--- src/rtl/mat_bram_init.sv ---
// Single-clock BRAM of ROWS*COLS words that fills itself with an arithmetic sequence
// (BASE + STEP*k) and then serves external reads and writes.
module mat_bram_init #(
  parameter int unsigned DATA_W    = 32,
  parameter int unsigned ADDR_W    = 8,
  parameter int unsigned ROWS      = 3,
  parameter int unsigned COLS      = 5,
  parameter int unsigned BASE      = 15,
  parameter int unsigned STEP      = 10,
  parameter bit          AUTO_INIT = 1'b1
) (
  input  logic              clk,
  input  logic              reset,
  input  logic              start,
  input  logic              wr_en,
  input  logic [ADDR_W-1:0] wr_addr,
  input  logic [DATA_W-1:0] wr_data,
  input  logic              rd_en,
  input  logic [ADDR_W-1:0] rd_addr,
  output logic [DATA_W-1:0] rd_data,
  output logic              rd_valid,
  output logic              rd_err,
  output logic              busy,
  output logic              done
);

  localparam int unsigned       Depth    = ROWS * COLS;
  localparam int unsigned       IdxW     = (Depth > 1) ? $clog2(Depth) : 1;
  localparam logic [ADDR_W:0]   DepthA   = (ADDR_W + 1)'(Depth);
  localparam logic [ADDR_W:0]   LastAddr = (ADDR_W + 1)'(Depth - 1);
  localparam logic [DATA_W-1:0] BaseW    = DATA_W'(BASE);
  localparam logic [DATA_W-1:0] StepW    = DATA_W'(STEP);

  if ((Depth == 0) || (((Depth - 1) >> ADDR_W) != 0)) begin : g_depth_chk
    $error("mat_bram_init: ROWS*COLS must be in 1..2**ADDR_W");
  end

  typedef enum logic [1:0] {StIdle, StFill, StDone} state_e;

  state_e            state_q;
  logic [ADDR_W:0]   fill_addr_q;
  logic [DATA_W-1:0] fill_val_q;
  logic              busy_q, done_q;
  logic [DATA_W-1:0] rd_data_q;
  logic              rd_valid_q, rd_err_q;
  logic [DATA_W-1:0] mem_q [Depth];

  logic              wr_ok, rd_ok;
  logic              mem_we;
  logic [IdxW-1:0]   mem_waddr;
  logic [DATA_W-1:0] mem_wdata;

  assign wr_ok = wr_en && (state_q == StDone) && ({1'b0, wr_addr} < DepthA);
  assign rd_ok = rd_en && (state_q == StDone) && ({1'b0, rd_addr} < DepthA);

  // Single write port shared by the fill engine and external writes.
  always_comb begin
    mem_we    = 1'b0;
    mem_waddr = '0;
    mem_wdata = '0;
    if (state_q == StFill) begin
      mem_we    = 1'b1;
      mem_waddr = fill_addr_q[IdxW-1:0];
      mem_wdata = fill_val_q;
    end else if (wr_ok) begin
      mem_we    = 1'b1;
      mem_waddr = wr_addr[IdxW-1:0];
      mem_wdata = wr_data;
    end
  end

  // Storage is deliberately not reset so it can map onto block RAM.
  always_ff @(posedge clk) begin
    if (mem_we) begin
      mem_q[mem_waddr] <= mem_wdata;
    end
  end

  always_ff @(posedge clk or negedge reset) begin
    if (!reset) begin
      state_q     <= StIdle;
      fill_addr_q <= '0;
      fill_val_q  <= BaseW;
      busy_q      <= 1'b0;
      done_q      <= 1'b0;
      rd_data_q   <= '0;
      rd_valid_q  <= 1'b0;
      rd_err_q    <= 1'b0;
    end else begin
      rd_valid_q <= rd_ok;
      rd_err_q   <= rd_en && !rd_ok;
      if (rd_ok) begin
        rd_data_q <= mem_q[rd_addr[IdxW-1:0]];
      end

      unique case (state_q)
        StIdle: begin
          if (start || AUTO_INIT) begin
            state_q     <= StFill;
            fill_addr_q <= '0;
            fill_val_q  <= BaseW;
            busy_q      <= 1'b1;
          end
        end
        StFill: begin
          fill_addr_q <= fill_addr_q + 1'b1;
          fill_val_q  <= fill_val_q + StepW;
          if (fill_addr_q == LastAddr) begin
            state_q <= StDone;
            busy_q  <= 1'b0;
            done_q  <= 1'b1;
          end
        end
        StDone: begin
          if (start) begin
            state_q     <= StFill;
            fill_addr_q <= '0;
            fill_val_q  <= BaseW;
            busy_q      <= 1'b1;
            done_q      <= 1'b0;
          end
        end
        default: begin
          state_q <= StIdle;
          busy_q  <= 1'b0;
          done_q  <= 1'b0;
        end
      endcase
    end
  end

  assign rd_data  = rd_data_q;
  assign rd_valid = rd_valid_q;
  assign rd_err   = rd_err_q;
  assign busy     = busy_q;
  assign done     = done_q;

endmodule
--- config.mk ---
export PLATFORM = sky130hd
export DESIGN_NAME = mat_bram_init
export DESIGN_NICKNAME = d
export VERILOG_FILES = /design/src/rtl/mat_bram_init.sv
export SDC_FILE = /design/constraint.sdc
export NUM_CORES = 1
export LEC_CHECK = 0
export CORE_UTILIZATION = 35
export DETAILED_ROUTE_END_ITERATION = 12
export GPL_TIMING_DRIVEN = 0
export PLACE_DENSITY = 0.54
export SLEW_MARGIN = 20
export SYNTH_ARGS = -nofsm -noshare
export SYNTH_HDL_FRONTEND = slang
export SYNTH_SLANG_ARGS = --single-unit
--- constraint.sdc ---
create_clock -name clk -period 7.55 [get_ports clk]
set_input_delay 1.8875 -clock clk [delete_from_list [all_inputs] [get_ports clk]]
set_output_delay 1.8875 -clock clk [all_outputs]
set_load 0.03 [all_outputs]
== Word level (Yosys, flattened, before mapping) ==
Memory sizes are Yosys's and may differ from the RTL's. A register that Yosys moved wholly into a read port is not among the register bits.
Index checks and enable logic that the tools add are counted.

* Memories: 1
* Bits in registers: 47
* Output and inout port bits: 36
* Bits in writable memories: 480

* Equality and inequality tests: 5
* Add/subtract/negate cells: 2
* $lt $le $gt $ge: 2
* Bitwise logic cells: 1
* Muxes and demuxes: 21
* Reduce and logical (&&, ||, !) cells: 12

{| class="wikitable"
|+ Memories
! memory !! words !! width !! read ports !! clocked after memory_dff !! wr ports !! line !! source
|-
| mem_q || 15 || 32 || 1 || 1 || 1 || 46 || <nowiki>logic [DATA_W-1:0] mem_q [Depth];</nowiki>
|}

{| class="wikitable"
|+ Operators by type and width
! kind !! number
|-
| 2-to-1 mux 32 bit || 3
|-
| one-hot mux 32 bit (3 select lines) || 1
|-
| adder 32 x 4 -> 32 bit, second input constant || 1
|-
| one-hot mux 9 bit (3 select lines) || 1
|-
| less-than comparator 8 x 4 -> 1 bit, second input constant || 2
|-
| adder 9 x 1 -> 9 bit, second input constant || 1
|-
| equality test 9 x 4 -> 1 bit, second input constant || 1
|-
| 2-to-1 mux 9 bit || 1
|-
| 2-to-1 mux 1 bit || 8
|-
| 2-to-1 mux 4 bit || 2
|-
| one-hot mux 1 bit (3 select lines) || 2
|-
| one-hot mux 2 bit (3 select lines) || 1
|-
| logical AND 1 bit || 5
|-
| 2-to-1 mux 2 bit || 2
|-
| AND reduction 2 bit || 2
|-
| AND reduction 3 bit || 1
|-
| nonzero test 3 bit || 1
|-
| equality test 2 x 1 -> 1 bit, second input constant || 1
|-
| equality test 2 bit, second input constant || 1
|-
| logical NOT 1 bit || 2
|-
| logical NOT 2 bit || 1
|-
| inequality test 2 x 1 -> 1 bit, second input constant || 1
|-
| inequality test 2 bit, second input constant || 1
|-
| inverter 1 bit || 1
|}

== Logic depth before layout (Yosys ltp) ==
Gate-level depths: netlist of the first run.

* Word-level depth: 7
* Depth in mapped cells: 8

== Worst setup path before layout of the first run ==
No wires, ideal clock.

* Path type: input port to flip-flop
* Start point: input port wr_addr[5]
* End point: memory mem_q[4][0], enable pin
* Setup slack: 1.751 ns
* Cell stages on the path: 5
* Arrival time: 5.324 ns
* Setup time: 0.474 ns
* Cells stage by stage: or4b_1 > buf_2 > nor3_1 > a22oi_1 > a221oi_1

* Word-level cells in the longest chain between the ends: 6
* Elaborated cells between the ends (all ways): 8
* Those cells by class: order compare: 1; mux: 6; reduce/logical: 1

{| class="wikitable"
|+ Ends and longest elaborated chain
! what !! line !! source
|-
| start: declaration || 16 || <nowiki>input logic [ADDR_W-1:0] wr_addr,</nowiki>
|-
| less-than comparator 8 x 4 -> 1 bit * || 53 || <nowiki>assign wr_ok = wr_en && (state_q == StDone) && ({1'b0, wr_addr} < DepthA);</nowiki>
|-
| logical AND 1 bit * || 53 ||
|-
| 2-to-1 mux 1 bit || 65 || <nowiki>end else if (wr_ok) begin</nowiki>
|-
| 2-to-1 mux 1 bit || 61 || <nowiki>if (state_q == StFill) begin</nowiki>
|-
| 2-to-1 mux 1 bit || 74 || <nowiki>if (mem_we) begin</nowiki>
|-
| 2-to-1 mux 1 bit (not written as such) || 75 || <nowiki>mem_q[mem_waddr] <= mem_wdata;</nowiki>
|-
| end: declaration || 46 ||
|}

Every way passes the cells marked *; elsewhere a longest branch is shown, timed or not.

== Final worst setup path of the first run ==
* Start point: input port wr_en
* End point: memory mem_q[14][12], enable pin

* Word-level cells in the longest chain between the ends: 6
* Elaborated cells between the ends (all ways): 8
* Those cells by class: mux: 6; reduce/logical: 2

{| class="wikitable"
|+ Ends and longest elaborated chain
! what !! line !! source
|-
| start: declaration || 15 || <nowiki>input logic wr_en,</nowiki>
|-
| logical AND 1 bit * (2 in a row) || 53 ||
|-
| 2-to-1 mux 1 bit || 65 ||
|-
| 2-to-1 mux 1 bit || 61 ||
|-
| 2-to-1 mux 1 bit || 74 ||
|-
| 2-to-1 mux 1 bit (not written as such) || 75 ||
|}

Marked as above.

==> flow_summary.json, run 1 <==
{
  "diodes": 0,
  "rows": 92,
  "synthesis.area_mm2": 0.0226,
  "cts.htree.levels": 2,
  "cts.clk_slew.worst_paths_ns": 0.06,
  "dpl.hpwl_um": 42000,
  "post_cts_buffers": 0,
  "start_kind": "primary input",
  "clock_sinks": 558,
  "top_layer": "met4",
  "final_max_slew_viol_count": 0,
  "setup_violations": 0,
  "power.density_mw_per_mm2": 350,
  "grt_pass1_vias": 13317,
  "die_h_um": 256,
  "netSwitchingPower_mw": 2.78,
  "ys_seq_elements": 558,
  "wl_met3_um": 3060,
  "pwr-share-seq": 0.499,
  "maxCapViolCount": 0,
  "die_w_um": 256,
  "final_cells": 2386,
  "grt_use_total": 0.185,
  "ant_nets": 0,
  "combPwrFrac": 0.214,
  "avgRoutedWirePerCell_um": 25.3,
  "clock_power_share": 0.287,
  "hold_viol_final": 0,
  "gr-total-overflow": 0,
  "cts-root-buf": "clkbuf_16",
  "wl_met1_um": 27200,
  "ys.flop_type": "edfxtp_1",
  "cts_inserted_buffers": 56,
  "critical_path_class": "primary input to flip-flop",
  "cts.path.max_buffers": 3,
  "maxSlewHeadroom": 0.308,
  "stdcell_area_mm2": 0.0271,
  "post_cts_resize_count": 0,
  "antenna_found_initial": 1,
  "worstPathRequired_ns": 7.85,
  "core_area_mm2": 0.0634,
  "hold_buffers": 0,
  "synthesis.nets": 1373,
  "dieArea_mm2": 0.0657,
  "postSynthAreaPerCell_um2": 17.2,
  "ir_drop_uv": 196,
  "drt_first_pass_iters": 5,
  "tightestPinTransition_ns": 1.03,
  "skew_ns": 0.0165,
  "rsz0062_at_grt": "false",
  "io_buffers": 85,
  "drt_iter0_drc": 1085,
  "grt_max_degree": 60,
  "clock_latency_ns": 0.60,
  "synth-edff-count": 480,
  "hold_path.class": "flip-flop to flip-flop",
  "syn_to_final_growth_pct": 20.0,
  "placed_cells_incl_taps": 2280,
  "async_flop_share": 0.140,
  "period_needed_ns": 4.68,
  "initial_core_util": 0.357,
  "wirelength_um": 60300,
  "drc": 0,
  "routabilityCongestion": 0.861,
  "internal-power_mw": 6.72,
  "swShare": 0.292,
  "drive_gt1_frac": 0.186,
  "critPathCaptureType": "flip-flop",
  "critPathArrivalTime_ns": 4.98,
  "vias": 12980,
  "setup_tns_ns": 0,
  "grt_pass1_wl_um": 89800,
  "fmax_ghz": 0.214,
  "dpl_cell_area_mm2": 0.0253,
  "ys_types": 59,
  "yosys_warnings": 0,
  "worstPathMaxFanout": 12,
  "p_leak_nw": 9.08,
  "ys_seq_area_frac": 0.724,
  "synth_cells": 1317,
  "status": "finished clean",
  "met2_length_um": 28600,
  "viasPerCell": 5.44,
  "ioPinCount": 89,
  "cts_tree": "done",
  "timing.final.crit_share": 0.620,
  "nNetsFinal": 1548
}
==> routing by layer <==
layer / track usage / up-vias
met3: 0.0289 / 85
met2: 0.298 / 371
met4: 0.0499 / 0
met1: 0.262 / 6815
li1: - / 5709
met5: 0 / -
==> area by class of cell <==
class	instances	area, um2
Buffer	89	358
Timing Repair Buffer	117	1510
Multi-Input combinational cell	663	6020
Fill cell	5592	36300
Tap cell	846	1060
Clock buffer	71	1510
Clock inverter	35	287
Sequential cell	558	16400
Inverter	7	26.3
==> per-stage QoR <==
stage | util | setup slack [ns] | hold slack, ns | power (mW)
global route | 0.428 | 2.80 | 0.516 | 9.89
finish | 0.428 | 2.87 | 0.487 | 9.50
detailed placement | 0.400 | 2.25 | 0.477 | 6.86
global placement | 0.387 | -2.07 | 0.484 | 6.56
CTS | 0.428 | 2.88 | 0.494 | 9.58
floorplan | - | 1.75 | 0.461 | 5.82
==> power groups by stage <==
stage	Sequential [mW]	Combinational [mW]	Clock (mW)
global placement	4.84	1.71	0
CTS	4.74	2.06	2.78
global route	4.80	2.19	2.89
detailed placement	4.80	2.05	0
floorplan	4.74	1.08	0
finish	4.74	2.03	2.72
==> critical path, stage by stage <==
cell	delay, ns
clkdlybuf4s50_1	0.45
or3b_2	0.43
clkbuf_1	0.21
nor3_4	0.46
or3b_1	0.55
a221oi_4	0.69
buf_6	0.28
==> logic make-up after synthesis <==
family	share of synthesized area
multiplexers	0.111
adder cells (fa/ha/maj)	0.00166
AO/OA/AOI/OAI	0.0881
AND/OR/NAND/NOR	0.0582
flip-flops	0.724
buffers and inverters	0.0170
==> registers in the layout, summed over array words and instances, names as in the netlist <==
register,flops
mem_q,480
fill_val_q,32
rd_data,32
fill_addr_q,9
state_q,2
done,1
rd_err,1
rd_valid,1
==> synth_stat cells (3+ instances only) <==
master | count | area share
a211o_1 | 22 | 0.0085
a21oi_1 | 24 | 0.0053
a221oi_1 | 3 | 0.0012
a22o_1 | 49 | 0.019
a2bb2oi_1 | 3 | 0.0012
a31o_2 | 9 | 0.0035
a31oi_1 | 43 | 0.012
a41oi_1 | 7 | 0.0027
and2_1 | 7 | 0.0019
and3_1 | 10 | 0.0028
and4_1 | 3 | 0.0012
buf_1 | 15 | 0.0025
buf_2 | 19 | 0.0042
clkbuf_1 | 55 | 0.0091
dfrtp_1 | 74 | 0.082
dfstp_2 | 4 | 0.0046
edfxtp_1 | 480 | 0.64
ha_1 | 3 | 0.0017
inv_1 | 7 | 0.0012
mux2_2 | 23 | 0.011
mux2i_1 | 30 | 0.013
mux4_2 | 87 | 0.087
nand2_1 | 58 | 0.0096
nand2b_1 | 50 | 0.014
nand3_1 | 13 | 0.0029
nand4_1 | 12 | 0.0033
nor2_1 | 31 | 0.0051
nor2b_1 | 28 | 0.0077
nor3_1 | 10 | 0.0022
nor4_1 | 5 | 0.0014
o211ai_1 | 24 | 0.0080
o21a_1 | 3 | 0.0010
o21ai_0 | 41 | 0.0091
o221ai_1 | 9 | 0.0035
o22ai_1 | 11 | 0.0030
o31ai_1 | 13 | 0.0043
or2_2 | 6 | 0.0017
==> placed cells by master (no fill, tap or decap), types with 23 or more instances in the layout <==
cell | netlist | layout
edfxtp_1 | 480 | 480
mux4_2 | 87 | 87
clkdlybuf4s50_1 | 0 | 84
dfrtp_1 | 74 | 74
clkbuf_1 | 55 | 66
nand2_1 | 58 | 58
clkbuf_16 | 0 | 57
nand2b_1 | 50 | 50
a22o_1 | 49 | 49
a31oi_1 | 43 | 43
o21ai_0 | 41 | 40
mux2i_1 | 30 | 30
nor2b_1 | 28 | 28
o211ai_1 | 24 | 24
a21oi_1 | 24 | 23
mux2_2 | 23 | 23
==> path summary, 6_finish.rpt <==
path,startpoint,to,slack [ns],cells after the start
max,wr_en,mem_q[14][12]$_DFFE_PP_,2.87,7
min,rd_data[29]$_DFFE_PN0P_,rd_data[29]$_DFFE_PN0P_,0.49,2
max reg2reg,state_q[0]$_DFFE_PN0P_,mem_q[14][12]$_DFFE_PP_,4.00,7
min reg2reg,rd_data[29]$_DFFE_PN0P_,rd_data[29]$_DFFE_PN0P_,0.49,2
max in group asynchronous,reset,fill_val_q[0]$_DFFE_PN1P_,5.71,2
min in group asynchronous,reset,rd_data[28]$_DFFE_PN0P_,1.16,1
(Power assumes the default switching activity.)
==> run 2: changes to the inputs <==
--- a/config.mk
+++ b/config.mk
@@ -8,7 +8,7 @@
 export CORE_UTILIZATION = 35
 export DETAILED_ROUTE_END_ITERATION = 12
 export GPL_TIMING_DRIVEN = 0
-export PLACE_DENSITY = 0.54
+export PLACE_DENSITY = 0.56
 export SLEW_MARGIN = 20
 export SYNTH_ARGS = -nofsm -noshare
 export SYNTH_HDL_FRONTEND = slang
==> constraint.sdc (replaced) <==
create_clock -name clk -period 3.9 [get_ports clk]
set_input_delay 0.975 -clock clk [delete_from_list [all_inputs] [get_ports clk]]
set_output_delay 0.975 -clock clk [all_outputs]
set_load 0.03 [all_outputs]
==> flow_summary.json, run 2 (same netlist as run 1, synthesis figures left out) <==
{
  "status": "finished clean",
  "fmax_ghz": 0.282,
  "core_area_mm2": 0.0634,
  "critical_path_class": "primary input to flip-flop",
  "ioPinCount": 89,
  "crit_buf_inv": 5,
  "multi_input_area_mm2": 0.00602,
  "power.density_mw_per_mm2": 683,
  "n_fill_cell": 5549,
  "slowest_stage": "or3b_1",
  "hold_buffers": 0,
  "clock_latency_ns": 0.61,
  "period_needed_ns": 3.54,
  "largest_register_ffs": 480,
  "p_leak_nw": 9.11,
  "worstPathRequired_ns": 4.22,
  "initial_core_util": 0.357,
  "diodes": 0,
  "grt_pass1_vias": 13175,
  "wirelength_um": 60200,
  "die_w_um": 256,
  "rsz0062_at_grt": "false",
  "rows": 92,
  "dpl.hpwl_um": 41500,
  "start_kind": "primary input",
  "drt_iter0_drc": 1270,
  "grt_pass1_wl_um": 88900,
  "die_h_um": 256,
  "maxSlewHeadroom": 0.293,
  "tightestPinTransition_ns": 1.05,
  "viasPerCell": 5.49,
  "critPathArrivalTime_ns": 3.87,
  "cts.clk_slew.worst_paths_ns": 0.06,
  "nNetsFinal": 1549,
  "final_max_slew_viol_count": 0,
  "cts.htree.levels": 2,
  "dieArea_mm2": 0.0657,
  "skew_ns": 0.0126,
  "routabilityCongestion": 0.863,
  "cts_inserted_buffers": 57,
  "clock_sinks": 558,
  "drc": 0,
  "maxCapViolCount": 0,
  "hold_path.class": "primary input to async pin",
  "hold_viol_final": 0,
  "io_buffers": 85,
  "worstPathMaxFanout": 13,
  "seqCellArea_mm2": 0.0164,
  "critPathCaptureType": "flip-flop",
  "drive_gt1_frac": 0.185,
  "drt_first_pass_iters": 5,
  "vias": 13117,
  "crit_family": "buffers and inverters",
  "p_total_mw": 18.6,
  "ir_drop_uv": 314,
  "grt_max_degree": 57,
  "final_cell_mix": "edfxtp_1, mux4_2, clkdlybuf4s50_1, dfrtp_1, clkbuf_1",
  "avgRoutedWirePerCell_um": 25.2,
  "timing.final.crit_share": 0.908,
  "setup_violations": 0,
  "regMostFlops": "mem_q",
  "cpMostUsedCell": "buf_6",
  "grt_use_total": 0.184,
  "cts_tree": "done",
  "cts-root-buf": "clkbuf_16",
  "ant_nets": 0,
  "final_common_cell": "edfxtp_1",
  "syn_to_final_growth_pct": 20.3,
  "gr-total-overflow": 0,
  "path_cells": "clkdlybuf4s50_1, or3b_2, clkbuf_1, nor3_4, or3b_1, a221oi_4, buf_6, buf_8, buf_6",
  "antenna_found_initial": 1,
  "max_stage_delay_ns": 0.52,
  "utilization": 0.429,
  "cts.path.max_buffers": 3
}
run 2: worst reg2reg max path: stages, from the launching register on:
cell	delay (ns)
dfrtp_1	0.37
buf_2	0.19
or4b_1	0.51
buf_2	0.18
nor3_4	0.18
or3b_1	0.52
a221oi_4	0.47
buf_6	0.26
buf_8	0.19
buf_6	0.17
run 2: layer usage:
metal / wire length (um) / up-vias / global-route usage
met2: 28600 / 451 / 0.293
met5: 0 / - / 0
met1: 26600 / 6890 / 0.262
met3: 3840 / 69 / 0.0345
li1: - / 5707 / -
met4: 1160 / 0 / 0.0446
run 2: where the power goes:
group	switching (mW)	internal [mW]	total, mW
Combinational	2.61	1.29	3.91
Clock	2.29	3.22	5.51
Sequential	0.469	8.70	9.17
run 2: worst paths after layout:
| kind | cells past startpoint | from | slack [ns] | end |
|---|---|---|---|---|
| hold reg to reg | 2 | rd_data[9]$_DFFE_PN0P_ | 0.49 | rd_data[9]$_DFFE_PN0P_ |
| max in group asynchronous | 2 | reset | 2.93 | fill_val_q[0]$_DFFE_PN1P_ |
| hold / removal | 1 | reset | 0.27 | rd_data[24]$_DFFE_PN0P_ |
| setup / recovery | 9 | wr_en | 0.36 | mem_q[14][26]$_DFFE_PP_ |
| setup reg to reg | 9 | state_q[0]$_DFFE_PN0P_ | 0.58 | mem_q[14][26]$_DFFE_PP_ |
| min in group clk | 2 | rd_data[9]$_DFFE_PN0P_ | 0.49 | rd_data[9]$_DFFE_PN0P_ |
run 2: stage by stage:
| step | setup WS [ns] | area, um2 | hold slack [ns] | std cells | TNS [ns] |
|---|---|---|---|---|---|
| floorplan | -0.498 | 22700 | 0.461 | 1317 | -40.94 |
| global placement | -2.94 | 24600 | 0.487 | 2248 | -1114.60 |
| detailed placement | -0.678 | 25300 | 0.484 | 2278 | -110.94 |
| CTS | 0.343 | 27200 | 0.245 | 2388 | 0 |
| global route | 0.243 | 27200 | 0.261 | 2388 | 0 |
| finish | 0.357 | 27200 | 0.266 | 2388 | 0 |
run 2: timing repair:
item,in CTS,in global routing
setup endpoints to repair,7,0
resized for setup,0,0
setup buffers,2,0
run 2: cell type report:
cell class | count | share of cell area
Sequential cell | 558 | 0.601
Timing Repair Buffer | 117 | 0.0543
Buffer | 89 | 0.0132
Clock buffer | 84 | 0.0598
Inverter | 7 | 0.000965
Multi-Input combinational cell | 663 | 0.221
Clock inverter | 24 | 0.0101
Tap cell | 846 | 0.0389
==> patch (settings of run 2) <==
Set the parameter `STEP` to 5 (it was 10).
--- a/src/rtl/mat_bram_init.sv
+++ b/src/rtl/mat_bram_init.sv
@@ -6,7 +6,7 @@
   parameter int unsigned ROWS      = 3,
   parameter int unsigned COLS      = 5,
   parameter int unsigned BASE      = 15,
-  parameter int unsigned STEP      = 10,
+  parameter int unsigned STEP      = 5,
   parameter bit          AUTO_INIT = 1'b1
 ) (
   input  logic              clk,
Formal check against the unedited RTL: same outputs for any inputs over 4 cycles, from zero or initial values and one cycle with reset low; that may be too few to reach the edited logic, so the function may still have changed.
==> patch against run 2 <==
  * Combinational power down 7.4%
  * Routed wire length up 1.0%
  * Register-to-register slack worse by 480 ps
  * Clock skew up 9.9 ps
  * Design area down 1.4%
  * Sequential share of layout area up 0.82 points
  * Sequential cell count unchanged
  * Count of clock-buffer cells in the layout down 5
  * Power down 7.3%
  * Area after synthesis down 1.2%
  * Setup slack worse by 260 ps
  * Critical path type is now reg2reg
==> patch: results (changes against run 2) <==
| Metric | Value |
|---|---|
| Outcome | `finished, final reports clean` |
| Initial antenna violation count | `0 (-1)` |
| Syn Inst Count | `1327 (+0.76%)` |
| R2r setup slk | `100 ps (-480 ps)` |
| Post-detail-place hpwl | `41900 um (+1.1%)` |
| Met2 Wirelength | `29500 um (+3.0%)` |
| Static Leak | `8.97 nW (-1.5%)` |
| Area grow syn2layout | `20.1%` |
| Met3 wire length | `4360 um (+14%)` |
| Placer Congestion | `0.879 (+1.8%)` |
| Met1 Use GR | `26.3% (+0.14 points)` |
| Crit path capture | `mem_q[3][30]` |
| Headroom to the max-slew limit | `37.2% (+8.0 points)` |
| Met2 Use GR | `30.8% (+1.6 points)` |
| Final wirelength | `60900 um (+1.0%)` |
| Worst-path fanout max | `12 (-1)` |
| First-pass GRT wire length | `88700 um (-0.19%)` |
| CP startpoint | `state_q[0]` |
| DRT Pass-1 Iters | `8 (+3)` |
| Dpl cells | `2290 (+0.53%)` |
| Num CTS Buffers | `56 (-1.8%)` |
| Pre-CTS WS | `-344 ps (+334 ps)` |
| Drt wl/cell | `25.4 um (+0.74%)` |
| Layout cells sized above 1 | `17.9% (-0.60 points)` |
| Net Sw Power | `4.96 mW (-7.6%)` |
| Net Count, Synth | `1383 (+0.73%)` |
| Vias in the first global route | `13000 (-1.5%)` |
| Largest cells by area after synthesis | `edfxtp_1 (64%), dfrtp_1 (8.3%), mux4_2 (8.3%), o21ai_0 (2.3%), mux2i_1 (1.9%)` |
| Sequential area share after synthesis | `73.2% (+0.87 points)` |
| GR Util met3 | `3.29% (-0.16 points)` |
| FF-to-FF path depth | `7 (-2)` |
| Tot GR Track Use | `19.0% (+0.58 points)` |
| Yosys cell types | `58 (-1.7%)` |
| Met1 WL | `25500 um (-4.2%)` |
| Final Skew | `22.5 ps (+9.92 ps)` |
| Area after DPL | `25100 um^2 (-0.75%)` |
| CP peak stage delay | `650 ps (+130 ps)` |
| Period minus WS final | `3800 ps (+260 ps)` |
[patch: cell types whose count changed after synthesis, sizes merged, moves of 18 or more]
cell,before,now
a211o,22,0
a211oi,0,36
a21oi,24,47
a22o,49,28
buf,34,52
clkbuf,55,37
mux2,23,1
nand2b,50,1
nor2,31,50
o211ai,24,4
o21ai,41,101
[patch: final cells by class]
type / instances / area share (%)
clock inverters: 26 / 0.755
plain buffers: 89 / 1.70
multi-input cells: 670 / 20.9
well taps: 846 / 3.94
repair buffers: 117 / 5.89
flip-flops and latches: 558 / 61.0
inverters: 10 / 0.140
clock buffers: 79 / 5.73
[patch: cell families after synthesis]
| group | count (synthesis) | synth area share (%) |
|---|---|---|
| flops | 558 | 73.2 |
| simple gates | 222 | 5.04 |
| buf+inv | 99 | 2.21 |
| fa+ha+maj | 3 | 0.168 |
| compound gates | 319 | 9.11 |
| mux | 126 | 10.2 |
[patch: worst min-delay path by stage]
stage               slack, ps           start        endpoint
floorplan                 450  fill_addr_q[8]  fill_addr_q[8]
global placement          470      rd_data[0]      rd_data[0]
detailed placement        470     rd_data[17]     rd_data[17]
CTS                       190           reset     rd_data[24]
global route              210           reset     rd_data[23]
finish                    220           reset     rd_data[17]
[patch: worst max-delay path, delay by kind of cell (launching register included)]
family | cells | cell delay, ps
buffers and inverters | 2 | 390
and+or+nand+nor | 3 | 1450
AOI/OAI and AO/OA | 2 | 1100
DFF | 1 | 540
[patch: power groups by stage]
stage / Sequential, mW / Clock [mW] / Combinational [mW]
2_1_floorplan: 8.54 / 0 / 1.78
3_3_place_gp: 8.68 / 0 / 2.90
3_5_place_dp: 8.60 / 0 / 3.65
4_1_cts: 8.48 / 5.22 / 3.65
5_1_grt: 8.58 / 5.45 / 3.87
6_report: 8.48 / 5.13 / 3.62
